**src/rtl/car_warn_pkg.sv**
```systemverilog
// Shared types and constants for the car-warning chime path.
package car_warn_pkg;

  typedef enum logic [1:0] {
    IDLE     = 2'd0,
    BEEP_ON  = 2'd1,
    BEEP_OFF = 2'd2,
    HOLD     = 2'd3
  } chime_state_t;

  localparam int unsigned SYNC_STAGES = 2;

endpackage

```
**src/rtl/chime_timer.sv**
```systemverilog
// Loadable down-counter shared by the ON and OFF beep phases.
module chime_timer #(
  parameter int unsigned CNT_W = 16
) (
  input  logic             clk,
  input  logic             rst_n,
  input  logic             load,
  input  logic [CNT_W-1:0] value,
  input  logic             dec,
  output logic             zero
);

  logic [CNT_W-1:0] cnt_q, cnt_d;

  always_comb begin
    cnt_d = cnt_q;
    if (load) begin
      cnt_d = value;
    end else if (dec && (cnt_q != '0)) begin
      cnt_d = cnt_q - CNT_W'(1);
    end
  end

  always_ff @(posedge clk or negedge rst_n) begin
    if (!rst_n) begin
      cnt_q <= '0;
    end else begin
      cnt_q <= cnt_d;
    end
  end

  assign zero = (cnt_q == '0);

endmodule

```
**src/rtl/car_chime_driver.sv**
```systemverilog
// Buzzer pattern generator for the car-warning alarm line.
// Optional start qualification filter enabled by defining CHIME_FILTER_EN.
module car_chime_driver
  import car_warn_pkg::*;
#(
  parameter int unsigned ON_CYC     = 8,
  parameter int unsigned OFF_CYC    = 8,
  parameter int unsigned MAX_BEEPS  = 16,
  parameter int unsigned CNT_W      = 16,
  parameter int unsigned BEEP_W     = 5,
  parameter int unsigned FILTER_CYC = 4
) (
  input  logic              clk,
  input  logic              rst_n,
  input  logic              alarm_req,
  input  logic              ignition,
  input  logic              ack,
  output logic              buzzer,
  output logic              active,
  output logic              timeout,
  output logic [BEEP_W-1:0] beep_cnt
);

  localparam logic [CNT_W-1:0]  ON_LOAD  = CNT_W'(ON_CYC - 1);
  localparam logic [CNT_W-1:0]  OFF_LOAD = CNT_W'(OFF_CYC - 1);
  localparam logic [BEEP_W-1:0] MAX_CNT  = BEEP_W'(MAX_BEEPS);

  if ((ON_CYC < 1) || (OFF_CYC < 1) || (MAX_BEEPS < 1) || (FILTER_CYC < 1)) begin : g_param_check
    $error("car_chime_driver: cycle/beep parameters must be >= 1");
  end

  logic [SYNC_STAGES-1:0] alarm_sync_q, alarm_sync_d;
  logic [SYNC_STAGES-1:0] ign_sync_q, ign_sync_d;
  logic                   req;
  logic                   start_ok;

  chime_state_t      state_q, state_d;
  logic [BEEP_W-1:0] beep_cnt_q, beep_cnt_d;
  logic              buzzer_q, buzzer_d;
  logic              active_q, active_d;
  logic              timeout_q, timeout_d;

  logic             tmr_load;
  logic [CNT_W-1:0] tmr_value;
  logic             tmr_dec;
  logic             tmr_zero;
  logic             expire_hold;

  always_comb begin
    alarm_sync_d = {alarm_sync_q[SYNC_STAGES-2:0], alarm_req};
    ign_sync_d   = {ign_sync_q[SYNC_STAGES-2:0], ignition};
  end

  assign req = alarm_sync_q[SYNC_STAGES-1] & ign_sync_q[SYNC_STAGES-1];

`ifdef CHIME_FILTER_EN
  localparam int unsigned      FILT_W   = $clog2(FILTER_CYC + 1);
  localparam logic [FILT_W-1:0] FILT_MAX = FILT_W'(FILTER_CYC);

  logic [FILT_W-1:0] filt_q, filt_d;

  // Saturating count of consecutive req cycles; a pattern may start only
  // once FILTER_CYC qualified cycles have already been seen.
  always_comb begin
    filt_d = filt_q;
    if (!req) begin
      filt_d = '0;
    end else if (filt_q != FILT_MAX) begin
      filt_d = filt_q + FILT_W'(1);
    end
  end

  always_ff @(posedge clk or negedge rst_n) begin
    if (!rst_n) begin
      filt_q <= '0;
    end else begin
      filt_q <= filt_d;
    end
  end

  assign start_ok = (filt_q == FILT_MAX);
`else
  assign start_ok = 1'b1;
`endif

  chime_timer #(
    .CNT_W (CNT_W)
  ) u_timer (
    .clk   (clk),
    .rst_n (rst_n),
    .load  (tmr_load),
    .value (tmr_value),
    .dec   (tmr_dec),
    .zero  (tmr_zero)
  );

  always_ff @(posedge clk or negedge rst_n) begin
    if (!rst_n) begin
      alarm_sync_q <= '0;
      ign_sync_q   <= '0;
      state_q      <= IDLE;
      beep_cnt_q   <= '0;
      buzzer_q     <= 1'b0;
      active_q     <= 1'b0;
      timeout_q    <= 1'b0;
    end else begin
      alarm_sync_q <= alarm_sync_d;
      ign_sync_q   <= ign_sync_d;
      state_q      <= state_d;
      beep_cnt_q   <= beep_cnt_d;
      buzzer_q     <= buzzer_d;
      active_q     <= active_d;
      timeout_q    <= timeout_d;
    end
  end

  // req drop outranks ack, which outranks phase expiry.
  always_comb begin
    state_d     = state_q;
    beep_cnt_d  = beep_cnt_q;
    tmr_load    = 1'b0;
    tmr_value   = '0;
    tmr_dec     = 1'b0;
    expire_hold = 1'b0;
    if (!req) begin
      state_d    = IDLE;
      beep_cnt_d = '0;
    end else begin
      case (state_q)
        IDLE: begin
          if (start_ok) begin
            state_d    = BEEP_ON;
            tmr_load   = 1'b1;
            tmr_value  = ON_LOAD;
            beep_cnt_d = BEEP_W'(1);
          end
        end
        BEEP_ON: begin
          if (ack) begin
            state_d = HOLD;
          end else if (tmr_zero) begin
            state_d   = BEEP_OFF;
            tmr_load  = 1'b1;
            tmr_value = OFF_LOAD;
          end else begin
            tmr_dec = 1'b1;
          end
        end
        BEEP_OFF: begin
          if (ack) begin
            state_d = HOLD;
          end else if (tmr_zero) begin
            if (beep_cnt_q == MAX_CNT) begin
              state_d     = HOLD;
              expire_hold = 1'b1;
            end else begin
              state_d    = BEEP_ON;
              tmr_load   = 1'b1;
              tmr_value  = ON_LOAD;
              beep_cnt_d = beep_cnt_q + BEEP_W'(1);
            end
          end else begin
            tmr_dec = 1'b1;
          end
        end
        HOLD: begin
          state_d = HOLD;
        end
        default: begin
          state_d    = IDLE;
          beep_cnt_d = '0;
        end
      endcase
    end
  end

  // Outputs are registered from the next state so they align with state_q.
  always_comb begin
    buzzer_d  = (state_d == BEEP_ON);
    active_d  = (state_d == BEEP_ON) || (state_d == BEEP_OFF);
    timeout_d = (state_d == HOLD) && ((state_q == HOLD) ? timeout_q : expire_hold);
  end

  assign buzzer   = buzzer_q;
  assign active   = active_q;
  assign timeout  = timeout_q;
  assign beep_cnt = beep_cnt_q;

endmodule
```
**config.mk**
```make
export PLATFORM = sky130hd
export DESIGN_NAME = car_chime_driver
export DESIGN_NICKNAME = d
export VERILOG_FILES = /design/src/rtl/car_warn_pkg.sv /design/src/rtl/chime_timer.sv /design/src/rtl/car_chime_driver.sv
export SDC_FILE = /design/constraint.sdc
export NUM_CORES = 1
export LEC_CHECK = 0
export ABC_AREA = 1
export BUFFER_PORTS_ARGS = -buffer_cell sky130_fd_sc_hd__buf_2
export CORE_UTILIZATION = 44
export DETAILED_ROUTE_END_ITERATION = 8
export GPL_TIMING_DRIVEN = 0
export PLACE_DENSITY_LB_ADDON = 0.12
export SETUP_SLACK_MARGIN = 0.2
export SYNTH_ARGS = -nofsm -noshare
export SYNTH_HDL_FRONTEND = slang
export SYNTH_SLANG_ARGS = --single-unit
export TNS_END_PERCENT = 30
```
**constraint.sdc**
```tcl
create_clock -name clk -period 1.74 [get_ports clk]
set_input_delay 0.087 -clock clk [delete_from_list [all_inputs] [get_ports clk]]
set_output_delay 0.087 -clock clk [all_outputs]
set_load 0.02 [all_outputs]
```
**Yosys cells after proc, flatten, opt, wreduce, memory -nomap -nowiden**

Index checks and enable logic that the tools add are counted.
Widths: inputs -> output; s select.

- Register bits after elaboration: 30
- Logic and storage cells: 69

- Add/sub/neg operators: 2
- Equal/unequal tests: 11
- Multiplexer cells: 38
- Bitwise operators: 1
- Reductions and logical operators: 9

Operator list:

| cell | number |
|---|---|
| $mux 16 | 3 |
| $mux 5 | 4 |
| $logic_not 16->1 | 1 |
| $mux 1 | 16 |
| $reduce_bool 16->1 | 1 |
| $sub 16x1->16 const B | 1 |
| $mux 3 | 5 |
| $mux 2 | 6 |
| $pmux 5 s2 | 1 |
| $ne 3x3->1 const B | 3 |
| $pmux 3 s3 | 1 |
| $eq 2x2->1 const B | 4 |
| $pmux 2 s4 | 1 |
| $add 5x1->5 const B | 1 |
| $eq 5x5->1 const B | 1 |
| $eq 2x1->1 const B | 2 |
| $reduce_and 4->1 | 1 |
| $ne 3x1->1 const B | 1 |
| $pmux 1 s3 | 1 |
| $logic_and 1x1->1 | 2 |
| $logic_not 2->1 | 1 |
| $reduce_bool 2->1 | 1 |
| $reduce_or 2->1 | 1 |
| $and 1x1->1 | 1 |
| $logic_or 1x1->1 | 1 |

**Depth between registers and ports, before layout**

- Depth in word-level cells: 8
- Depth in mapped cells: 14
- Depth with buffers taken out: 14

**Modules after synthesis**

Synthesis repeated with hierarchy kept, for this count alone.

- Cell total of the unflattened synthesis: 280
- Area, all modules: 2057.0 µm²

By module, submodules not included:

| module | times used | cells each | area each (µm²) | sequential area each (µm²) |
|---|---|---|---|---|
| chime_timer | 1 | 183 | 1249.9 | 400.4 |
| car_chime_driver | 1 | 97 | 807.0 | 350.3 |

**Worst setup path after synthesis**

Ideal clock, no wire load.

- Path type: register to register
- From: register beep_cnt_q[0], in the netlist beep_cnt[0]
- To: register timeout_q, in the netlist timeout
- Setup time: 0.077 ns
- Arrival: 1.641 ns
- Required time: 1.663 ns
- Path slack: 0.022 ns
- Cell stages (with the launch flop): 14
- Buffers on the path: 0
- Path through: dfrtp_1 inv_1 ha_1 nand2_1 nor3_1 nand3_1 nand3_1 nand2_1 nand3_1 nand2_1 inv_1 ha_1 o21ai_0 a21oi_1

- Cells in the longest elaborated chain, start to end: 8

Ends and longest elaborated chain:

| what | line | text |
|---|---|---|
| start, declared | car_chime_driver.sv:38 | `logic [BEEP_W-1:0] beep_cnt_q, beep_cnt_d;` |
| start signal, assigned | car_chime_driver.sv:110 | `beep_cnt_q <= beep_cnt_d;` |
| $eq 5x5->1 | car_chime_driver.sv:153 | `if (beep_cnt_q == MAX_CNT) begin` |
| $mux 2 | car_chime_driver.sv:153 |  |
| $mux 2 | car_chime_driver.sv:152 | `end else if (tmr_zero) begin` |
| $mux 2 | car_chime_driver.sv:150 | `if (ack) begin` |
| $pmux 2 s4 | car_chime_driver.sv:129 | `case (state_q)` |
| $mux 2 | car_chime_driver.sv:125 | `if (!req) begin` |
| net state_d[1] | car_chime_driver.sv:37 | `chime_state_t state_q, state_d;` |
| $eq 2x2->1 | car_chime_driver.sv:181 | `timeout_d = (state_d == HOLD) && ((state_q == HOLD) ? timeout_q : expire_hold);` |
| $logic_and 1x1->1 | car_chime_driver.sv:181 |  |
| net timeout_d | car_chime_driver.sv:41 | `logic timeout_q, timeout_d;` |
| end signal, assigned | car_chime_driver.sv:113 | `timeout_q <= timeout_d;` |
| end, declared | car_chime_driver.sv:41 |  |

The timed path passes the listed nets, and every way through them passes these cells.
A chain may end at the register's enable or synchronous reset.

**Worst setup path in the final report**

- From: register u_timer.cnt_q[3]
- To: register timeout_q, in the netlist timeout

- Cells in the longest elaborated chain, start to end: 7

Ends and longest elaborated chain:

| what | line | text |
|---|---|---|
| start, declared | chime_timer.sv:13 | `logic [CNT_W-1:0] cnt_q, cnt_d;` |
| start signal, assigned | chime_timer.sv:28 | `cnt_q <= cnt_d;` |
| $logic_not 16->1 (*) | chime_timer.sv:32 | `assign zero = (cnt_q == '0);` |
| $mux 2, on equally long branches | car_chime_driver.sv:152, car_chime_driver.sv:141 |  |
| $mux 2, on equally long branches | car_chime_driver.sv:150, car_chime_driver.sv:139 |  |
| $pmux 2 s4 (*) | car_chime_driver.sv:129 |  |
| $mux 2 (*) | car_chime_driver.sv:125 |  |
| net state_d[0] | car_chime_driver.sv:37 |  |
| $eq 2x2->1 (*) | car_chime_driver.sv:181 |  |
| $logic_and 1x1->1 (*) | car_chime_driver.sv:181 |  |
| net timeout_d | car_chime_driver.sv:41 |  |

Mark *: on every way through the listed nets, which the timed path passes. The rest lies on a longest branch.

==> run summary <==
### Outcome
• **run status** finished with violations
• **violated checks** negative setup slack

### Floorplanning
• **starting density of the core** 45.92%
• **std cell rows** 23
• **die width** 66.61 µm
• **Std-Cell Core Area** 4000 µm²
• **Die Footprint** 4437 µm²
• **floorplan die height** 66.61 µm
• **Top-Level Pins** 13

### Routing
• **number of DRC markers in iteration 0** 86
• **via/cell ratio** 4.833
• **total length of routed wires** 3962 µm
• **drt wl/cell** 12.04 µm
• **antenna violation net count after detailed routing** 0
• **remaining routing DRC violations** 0
• **iteration count of the initial detailed-routing pass** 4
• **via total after detailed routing** 1590

### Finish
• **layout-stage area growth over the synthesis result** 30.79%
• **number of diodes added for antenna fixing** 0
• **layout cells sized above 1** 34.05%
• **Final #Nets** 293
• **sequential standard cell area** 753.2 µm²
• **post-layout instance area** 2402 µm²
• **area taken by multi-input logic gates** 1065 µm²
• **fillers** 367
• **core utilization of the finished layout** 60.06%

### CTS
• **depth of the CTS H-tree** 2
• **clock buffers created by TritonCTS** 5
• **buffer depth of the longest clock path** 2
• **TritonCTS clock tree** built
• **root buf cell** clkbuf_8
• **Skew-Pair Late Insertion Delay** 0.28 ns
• **clock transition at the registers of the reported paths** 0.06 ns
• **TritonCTS Sinks** 30

### STA
• **setup repair after global routing missed its margin** yes
• **Highest Clock Rate** 569.8 MHz
• **final number of hold-violating endpoints** 0
• **worst relative slew slack** 54.63%
• **time the final worst path needs with I/O delays and setup** 1.755 ns
• **final hold slack** 0.2919 ns
• **setup slack after layout** -0.01515 ns
• **Post-Route Setup TNS** -0.01515 ns
• **# setup viols final** 1
• **Least-Margin Pin Slew** 0.6806 ns
• **final worst-path cycle share** 100.9%
• **worst clock skew** 0.001376 ns
• **total count of max-transition violations in the final report** 0

### Setup path
• **startpoint type of the worst setup path** flop
• **CP Launch Point** u_timer.cnt_q[3]$_DFFE_PN0P_
• **Worst EP arrival** 1.92 ns
• **r2r setup slk** -0.02 ns
• **Setup CP Type** reg2reg
• **worst-path maximum fanout** 3
• **data required time at the worst endpoint** 1.91 ns
• **critical path endpoint category** flop
• **reg2reg start** u_timer.cnt_q[3]$_DFFE_PN0P_

### Synthesis
• **total of warnings raised by yosys** 0
• **share of the synthesized area in the top cell type** 40.87%
• **sequential fraction of the synthesis area** 40.87%
• **count leader, synth** nand2_1
• **post-synthesis net count** 252
• **number of flops mapped to enable cells by yosys** 0
• **unique cell type count in the Yosys netlist** 27
• **largest area contributor in the synthesized netlist** dfrtp_1
• **post-synthesis cell area** 1837 µm²
• **Post-Synthesis Cells** 237
• **synthesized area divided by synthesized cell count** 7.750 µm²
• **flip-flop cell with the highest count after synthesis** dfrtp_1
• **top cells by area in the synthesized netlist** dfrtp_1 (41%), nand2_1 (13%), ha_1 (6.8%)
• **most frequent cells after synthesis** nand2_1 (65), nor2_1 (31), dfrtp_1 (30), inv_1 (25), nand3_1 (18)
• **fraction of registers with async set/reset** 100.0%
• **number of flip-flops and latches in the synthesized netlist** 30

### Place
• **routability congestion estimate from global placement** 0.8825
• **number of I/O port buffers** 12
• **Detailed Place HPWL** 2551 µm
• **Placed Instance Area** 1967 µm²

### Worst hold path
• **Hold WC Path Type** in2reg
• **hold path start** ack

### Power and ir drop
• **combinational cell fraction of total power** 9.6%
• **part of the power in the clock network** 43.4%
• **Net Sw Power** 355.0 µW
• **share of total power in sequential cells** 47.0%
• **peak ir drop on the vdd network** 0.4747 mV
• **switch share** 23.22%
• **LEAKAGE** 0.001166 µW
• **internal power of the cells** 1173 µW
• **P per Cell Area** 636.2 nW/µm²

### GRT
• **wire length of the first global-routing pass** 6472 µm
• **vias in the first global route** 1412
• **Total GRT Usage** 19.80%
• **antenna violations before repair** 0
• **overflow left after global routing** 0
• **largest net degree at the start of global routing** 31

### Run
• **max_cap viols** 0

==> critical path: stages (launching register included) <==
cell and delay, ns:
dfrtp_1 0.40, nor2_2 0.20, nand2_4 0.07, nor2_4 0.16
nand3_2 0.10, o211ai_1 0.09, nand3_1 0.10, nand2_1 0.10
nand2_2 0.09, ha_2 0.21, o21ai_2 0.07, a21oi_2 0.04
==> cell type report <==
class / count / area share, %
repair buffers: 34 / 10.57
well taps: 50 / 2.604
inverters: 27 / 4.635
clock buffers: 8 / 4.583
multi-input cells: 177 / 44.32
plain buffers: 3 / 1.927
flip-flops and latches: 30 / 31.35
==> power by group through the flow <==
stage	combinational [µW]	sequential, µW	clock, µW
after global routing	161	719	709
after floorplan	56.9	738	0
final	147	719	663
after detailed placement	99.0	734	0
after CTS	130	718	684
after global placement	98.1	733	0
==> cell usage in the layout (no fill, tap or decap) <==
master / instances
a21oi_2: 1
nor3_1: 1
inv_1: 20
clkbuf_8: 8
dlygate4sd3_1: 3
buf_2: 12
o21bai_1: 9
ha_4: 2
buf_12: 1
nand4_1: 1
ha_1: 6
buf_8: 1
inv_4: 1
xor2_1: 2
nand2_1: 58
a21oi_1: 1
o21ai_1: 3
dfrtp_1: 28
nand2_2: 7
nand3_1: 17
nand2_4: 5
nor2_2: 14
inv_8: 1
ha_2: 2
o211ai_1: 1
nand3_2: 2
buf_6: 2
o21ai_2: 2
o21ai_0: 7
nor3_4: 1
nand3b_4: 1
dfrtp_2: 2
nor2_4: 6
or2_2: 1
nor2_1: 26
buf_4: 17
and2_1: 1
inv_2: 5
clkbuf_16: 1
==> metrics by stage <==
step / total power (µW) / std cells / setup WS (ns)
finish: 1528 / 329 / -0.01515
global route: 1589 / 329 / -0.1163
CTS: 1532 / 325 / 0.02178
detailed placement: 832.6 / 299 / -0.06165
global placement: 831.0 / 299 / -0.03887
floorplan: 794.6 / 237 / 0.1311
==> metal layers <==
metal | up-vias | GRT usage, % | wire length, µm | part of all wire [%]
met5 | - | 0 | 0 | 0
met4 | 0 | 9.309 | 84 | 2.1
met3 | 9 | 3.767 | 107 | 2.7
met2 | 21 | 31.82 | 1923 | 49
met1 | 737 | 25.37 | 1847 | 47
li1 | 823 | - | - | -
==> worst paths after layout <==
path | to | depth (start not counted)
worst min-delay path | state_q[0]$_DFF_PN0_ | 5
worst min register to register | ign_sync_q[1]$_DFF_PN0_ | 0
worst max-delay path | timeout$_DFF_PN0_ | 11
worst max register to register | timeout$_DFF_PN0_ | 11
max in group asynchronous | beep_cnt[1]$_DFFE_PN0P_ | 2
min in group asynchronous | beep_cnt[2]$_DFFE_PN0P_ | 2
==> state kept, by name (all words and copies together), names as in the netlist <==
register	cells
beep_cnt	5
timeout	1
state_q	2
u_timer.cnt_q	16
ign_sync_q	2
active	1
buzzer	1
alarm_sync_q	2
==> cell families after synthesis <==
| kind of cell | Yosys count | synth area share, % |
|---|---|---|
| and+or+nand+nor | 141 | 35.35 |
| buffers and inverters | 30 | 7.902 |
| DFF | 30 | 40.87 |
| AOI/OAI and AO/OA | 24 | 8.106 |
| adders and majority gates | 10 | 6.812 |
| xor gates and xnor gates | 2 | 0.9539 |
==> timing repair <==
item                       in CTS  in global routing
pin swaps                      15                 12
hold endpoints to repair       32                  0
hold buffers                    3                  0
gates cloned                    0                  1
resized for setup              24                 19
setup endpoints to repair      21                 25
setup buffers                  15                  3
(Power assumes the default switching activity.)
